**config.mk**
```make
export PLATFORM = sky130hd
export DESIGN_NAME = pipeline_fetch
export DESIGN_NICKNAME = d
export VERILOG_FILES = /design/src/rtl/pipeline_pkg.sv /design/src/rtl/pipeline_fetch_queue.sv /design/src/rtl/pipeline_fetch.sv
export SDC_FILE = /design/constraint.sdc
export NUM_CORES = 1
export LEC_CHECK = 0
export CORE_MARGIN = 4
export CORE_UTILIZATION = 30
export DETAILED_ROUTE_END_ITERATION = 6
export GPL_ROUTABILITY_DRIVEN = 0
export REMOVE_ABC_BUFFERS = 1
export SYNTH_ARGS = -nofsm -noshare
export SYNTH_HDL_FRONTEND = slang
export SYNTH_SLANG_ARGS = --single-unit
```
**constraint.sdc**
```tcl
create_clock -name clk -period 12.32 [get_ports clk]
set_clock_uncertainty 0.05 [all_clocks]
set_input_delay 1.232 -clock clk [delete_from_list [all_inputs] [get_ports clk]]
set_output_delay 1.232 -clock clk [all_outputs]
set_load 0.01 [all_outputs]
```
**src/rtl/pipeline_pkg.sv**
```systemverilog
// Shared pipeline definitions: decode bubble encoding, fetch FSM states and
// the fetch queue entry layout (at the default 64-bit address / 32-bit insn widths).
package pipeline_pkg;

  localparam logic [31:0] NOP_INSN = 32'd90;

  localparam int unsigned FETCH_ADDR_W = 64;
  localparam int unsigned FETCH_INSN_W = 32;

  typedef enum logic [1:0] {
    REQ,
    WAIT,
    DRAIN
  } fetch_state_t;

  typedef struct packed {
    logic [FETCH_ADDR_W-1:0] pc;
    logic [FETCH_INSN_W-1:0] insn;
  } fetch_entry_t;

endpackage

```
**src/rtl/pipeline_fetch_queue.sv**
```systemverilog
// Power-of-two FIFO between the fetch FSM and decode; flush beats push/pop.
// Head entry is read combinationally from storage.
module fetch_queue #(
  parameter int unsigned WIDTH = 96,
  parameter int unsigned DEPTH = 2
) (
  input  logic                     clk,
  input  logic                     reset,
  input  logic                     push,
  input  logic [WIDTH-1:0]         push_data,
  input  logic                     pop,
  input  logic                     flush,
  output logic [WIDTH-1:0]         head_data,
  output logic [$clog2(DEPTH):0]   count
);

  localparam int unsigned PTR_W = $clog2(DEPTH);

  logic [WIDTH-1:0] mem [DEPTH];
  logic [PTR_W-1:0] wr_ptr;
  logic [PTR_W-1:0] rd_ptr;
  logic             do_pop;

  assign do_pop    = pop && (count != '0);
  assign head_data = mem[rd_ptr];

  // Pointers are exactly log2(DEPTH) wide, so increments wrap modulo DEPTH.
  always_ff @(posedge clk or negedge reset) begin
    if (!reset) begin
      wr_ptr <= '0;
      rd_ptr <= '0;
      count  <= '0;
    end else if (flush) begin
      wr_ptr <= '0;
      rd_ptr <= '0;
      count  <= '0;
    end else begin
      if (push)   wr_ptr <= wr_ptr + PTR_W'(1);
      if (do_pop) rd_ptr <= rd_ptr + PTR_W'(1);
      case ({push, do_pop})
        2'b10:   count <= count + (PTR_W+1)'(1);
        2'b01:   count <= count - (PTR_W+1)'(1);
        default: count <= count;
      endcase
    end
  end

  always_ff @(posedge clk) begin
    if (push && !flush) mem[wr_ptr] <= push_data;
  end

endmodule

```
**src/rtl/pipeline_fetch.sv**
```systemverilog
// Instruction fetch stage: PC + REQ/WAIT/DRAIN FSM, one outstanding imem request,
// queue to decode. Optional FETCH_PERF_EN adds fetch/bubble/flush counters.
module pipeline_fetch
  import pipeline_pkg::*;
#(
  parameter int unsigned            ADDR_WIDTH  = 64,
  parameter int unsigned            DATA_WIDTH  = 64,
  parameter logic [ADDR_WIDTH-1:0]  RESET_PC    = '0,
  parameter int unsigned            QUEUE_DEPTH = 2
) (
  input  logic                      clk,
  input  logic                      reset,
  output logic                      imem_req_valid,
  output logic [ADDR_WIDTH-1:0]     imem_req_addr,
  input  logic                      imem_req_ready,
  input  logic                      imem_resp_valid,
  input  logic [DATA_WIDTH/2-1:0]   imem_resp_data,
  input  logic                      redirect_valid,
  input  logic [ADDR_WIDTH-1:0]     redirect_pc,
  input  logic                      decode_ready,
  output logic [DATA_WIDTH/2-1:0]   instruction,
  output logic [ADDR_WIDTH-1:0]     instruction_pc
`ifdef FETCH_PERF_EN
  ,
  output logic [63:0]               perf_fetched,
  output logic [63:0]               perf_bubbles,
  output logic [31:0]               perf_flushes
`endif
);

  localparam int unsigned INSN_W = DATA_WIDTH / 2;
  localparam int unsigned CNT_W  = $clog2(QUEUE_DEPTH) + 1;
  localparam logic [ADDR_WIDTH-1:0] RESET_PC_ALIGNED = {RESET_PC[ADDR_WIDTH-1:2], 2'b00};

  typedef struct packed {
    logic [ADDR_WIDTH-1:0] pc;
    logic [INSN_W-1:0]     insn;
  } entry_t;

  fetch_state_t          state;
  fetch_state_t          state_next;
  logic [ADDR_WIDTH-1:0] pc;
  logic [ADDR_WIDTH-1:0] req_pc;
  logic                  started;
  logic [CNT_W-1:0]      q_count;
  entry_t                q_head;
  entry_t                q_push_data;
  logic                  req_fire;
  logic                  q_push;
  logic                  q_pop;
  logic                  q_empty;
  logic                  unused_redirect_lsb;

  assign unused_redirect_lsb = ^redirect_pc[1:0];

  assign req_fire    = imem_req_valid && imem_req_ready;
  assign q_empty     = (q_count == '0);
  assign q_push      = (state == WAIT) && imem_resp_valid && !redirect_valid;
  assign q_pop       = decode_ready && !q_empty && !redirect_valid;
  assign q_push_data = {req_pc, imem_resp_data};

  fetch_queue #(
    .WIDTH ($bits(entry_t)),
    .DEPTH (QUEUE_DEPTH)
  ) u_queue (
    .clk       (clk),
    .reset     (reset),
    .push      (q_push),
    .push_data (q_push_data),
    .pop       (q_pop),
    .flush     (redirect_valid),
    .head_data (q_head),
    .count     (q_count)
  );

  always_ff @(posedge clk or negedge reset) begin
    if (!reset) state <= REQ;
    else        state <= state_next;
  end

  // A response always retires the outstanding request, even alongside a
  // redirect, so DRAIN/WAIT return to REQ whenever resp_valid is seen.
  always_comb begin
    state_next = state;
    unique case (state)
      REQ:
        if (redirect_valid) state_next = req_fire ? DRAIN : REQ;
        else if (req_fire)  state_next = WAIT;
      WAIT:
        if (imem_resp_valid)     state_next = REQ;
        else if (redirect_valid) state_next = DRAIN;
      DRAIN:
        if (imem_resp_valid) state_next = REQ;
      default: state_next = REQ;
    endcase
  end

  always_comb begin
    imem_req_valid = started && (state == REQ) && (q_count < CNT_W'(QUEUE_DEPTH));
    imem_req_addr  = pc;
    instruction    = q_empty ? INSN_W'(NOP_INSN) : q_head.insn;
    instruction_pc = q_empty ? '0 : q_head.pc;
  end

  // started holds off the first request until one edge after reset release.
  always_ff @(posedge clk or negedge reset) begin
    if (!reset) begin
      pc      <= RESET_PC_ALIGNED;
      req_pc  <= RESET_PC_ALIGNED;
      started <= 1'b0;
    end else begin
      started <= 1'b1;
      if (redirect_valid) pc <= {redirect_pc[ADDR_WIDTH-1:2], 2'b00};
      else if (req_fire)  pc <= pc + ADDR_WIDTH'(4);
      if (req_fire) req_pc <= pc;
    end
  end

  a_no_push_full: assert property (@(posedge clk) disable iff (!reset)
    (state == WAIT && imem_resp_valid) |-> (q_count < CNT_W'(QUEUE_DEPTH)));

`ifdef FETCH_PERF_EN
  always_ff @(posedge clk or negedge reset) begin
    if (!reset) begin
      perf_fetched <= '0;
      perf_bubbles <= '0;
      perf_flushes <= '0;
    end else begin
      if (q_push)         perf_fetched <= perf_fetched + 64'd1;
      if (q_empty)        perf_bubbles <= perf_bubbles + 64'd1;
      if (redirect_valid) perf_flushes <= perf_flushes + 32'd1;
    end
  end
`endif

endmodule

```
==> impl_metrics.tcl <==
set metrics [dict create \
    status "complete, no violations" \
    cts_made_buffers 38 \
    drive_gt1_share_pct 10.7 \
    crit_required_ps 11040 \
    cts_tree "yes" \
    fin_cells 1909 \
    grt_pass1_wl_um 57000 \
    cts.htree.levels 2 \
    grt_pass1_vias 9220 \
    fin_crit_sh_pct 38.1 \
    ys_ff_latch 319 \
    drc_errors 0 \
    wl_met3_um 2350 \
    hold_path.class "flop to flop" \
    ff_latch_area_sq_um 8930 \
    synth_area_leader_cell "edfxtp_1" \
    crit_chain "buf_4 -> mux2i_1 -> nor2_1 -> clkdlybuf4s50_1" \
    ff2ff_path_depth 5 \
    nFillCells 4172 \
    drt_wl_total_um 38500 \
    end_kind "output port" \
    die_height_um 220 \
    ios 263 \
    cts.sinks 319 \
    multi_input_area_sq_um 4350 \
    initial_core_util_pct 30.4 \
    synth.top_cell.area_share_pct 41.8 \
    synth_flop_cell "edfxtp_1" \
    grt_util_all_layers_pct 15.6 \
    rows 77 \
    slowest_delay_ps 1040 \
    die_area_sq_um 48500 \
    portBuffers 256 \
    powerDensity_nw_per_um2 150 \
    synth_cells 1033 \
    worstSkewPairLatency_ps 550 \
    grt_max_degree 71 \
    ant_nets 0 \
    synth_area_leaders "edfxtp_1 42%, dfrtp_1 24%, mux2i_1 7.3%" \
    cts_resized 0 \
    wl_met2_um 18200 \
    hp-start "req_pc[7]" \
    reg2reg_from "imem_req_addr[10]" \
    core_area_sq_um 44400 \
    wl_per_cell_um 20.2 \
    top_layer "met5" \
    crit_type "flop to output port" \
    start_kind "flop" \
    syn_avg_cell_area_sq_um 13.1 \
    antenna_found_initial 6 \
    first_pass_iters 5 \
    timing.setup.tns_ps 0 \
    hold_ws_ps 412 \
    synth_edf_count 188 \
    setup_viol 0 \
    fp.dieW_um 220 \
    dp.cells 1839 \
    drt_iter0_markers 529 \
    yosysSeqAreaShare_pct 66.0 \
    vias 9143 \
    fin_ws_ps 7620 \
    path_delay_family "buffers and inverters" \
    yosys_warnings 0 \
    nets 1390 \
    synth_cell_types 52 \
    async_flop_share_pct 41.1 \
    clockRootBuffer "clkbuf_16" \
    cp_slowest_cell "dfrtp_4" \
    syn_area_sq_um 13500 \
    critPathBufInv 2 \
    worstMarginPinSlew_ps 1100 \
    min_period_ps 4700 \
    area_growth_pct 33.1 \
    path_clk_slew_ps 60 \
    maxSlewHeadroom_pct 26.4 \
    max-vdd-ir-drop_uv 90.9 \
    final-hold-violation-count 0 \
    cap_viol_max_count 0 \
    grt-ovfl-total 0 \
    max_freq_mhz 213 \
    postCtsSetupBuffers 0 \
    cp-startpoint "u_queue.rd_ptr" \
    viasPerCell 4.79 \
    wl_met1_um 16800 \
    drv_slew 0 \
    clk_path_buf_depth 3 \
    rsz0062_at_grt "false" \
    arrival_ps 3410 \
    cp.depth 4 \
    dpl_worst_slack_ps 8130 \
    path_max_fanout 49 \
    hold_depth 0 \
    hold_buffers 0 \
    p_leak_nw 6.12 \
    post-dp-hpwl_um 26000 \
]
stage by stage:
| stage | total power, W | instance area, sq um | util, % |
|---|---|---|---|
| 6_report | 0.00271 | 18000 | 40.5 |
| 5_1_grt | 0.00282 | 18000 | 40.5 |
| 4_1_cts | 0.00275 | 18000 | 40.5 |
| 3_5_place_dp | 0.00161 | 16700 | 37.7 |
| 3_3_place_gp | 0.00159 | 16700 | 37.7 |
| 2_1_floorplan | 0.00145 | 13300 | - |
synth_stat cells (all sizes together) (9+ instances only):
master  number
edfxtp     188
mux2        55
or4         18
nor2       121
o21ai       53
xnor2       34
nor3        14
nand3       21
nand2       83
nor4        22
nor2b        9
mux2i       98
clkbuf      48
buf          9
inv         11
a31oi       11
and4        12
dfrtp      131
nand4       23
final cells by class:
type,instances,share of cell area (%)
Multi-Input combinational cell,646,24.2
Timing Repair Buffer,268,14.7
Antenna cell,1,0.0139
Sequential cell,319,49.6
Inverter,14,0.299
Clock buffer,51,5.95
Tap cell,592,4.12
Clock inverter,18,1.11
placed cells by master (no fill, tap or decap), types with 9 or more instances in the layout:
| master | instances |
|---|---|
| a31oi_1 | 11 |
| and4_1 | 12 |
| buf_4 | 13 |
| clkbuf_16 | 39 |
| clkdlybuf4s50_1 | 254 |
| dfrtp_1 | 130 |
| edfxtp_1 | 188 |
| inv_1 | 11 |
| mux2_2 | 55 |
| mux2i_1 | 98 |
| nand2_1 | 82 |
| nand3_1 | 21 |
| nand4_1 | 22 |
| nor2_1 | 120 |
| nor2b_1 | 9 |
| nor3_1 | 12 |
| nor4_1 | 22 |
| o21ai_0 | 53 |
| or4_1 | 17 |
| xnor2_1 | 34 |
sequential cells by signal (all words and copies together), names as in the netlist:
| register | cells |
|---|---|
| req_pc | 62 |
| u_queue.wr_ptr | 1 |
| started | 1 |
| u_queue.rd_ptr | 1 |
| u_queue.count | 2 |
| state | 2 |
| imem_req_addr | 62 |
| u_queue.mem | 188 |
per-layer routing:
layer	up-vias	global-route usage (%)
li1	4343	-
met1	4463	20.7
met2	255	25.0
met3	72	3.67
met4	10	5.69
met5	-	0
logic make-up after synthesis:
group | synth area share (%)
AO/OA/AOI/OAI | 4.15
XOR/XNOR | 2.66
adder cells (fa/ha/maj) | 0.0925
buffers and inverters | 2.09
flip-flops | 66.0
multiplexers | 11.8
other | 0.0556
AND/OR/NAND/NOR | 13.1
report_power, final:
| group | switching, W | internal, W |
|---|---|---|
| clock network | 0.000450 | 0.000677 |
| registers | 0.0000826 | 0.00125 |
| logic | 0.000111 | 0.000141 |
| total | 0.000643 | 0.00206 |
final timing paths:
kind | slack [ps] | endpoint
worst max-delay path | 7620 | instruction_pc[34]
worst min-delay path | 410 | u_queue.mem[1][39]
worst max register to register | 9070 | imem_req_addr[53]
worst min register to register | 410 | u_queue.mem[1][39]
max in group asynchronous | 10080 | u_queue.rd_ptr
min in group asynchronous | 670 | req_pc[44]
No activity file was read; power rests on OpenSTA's default activity.
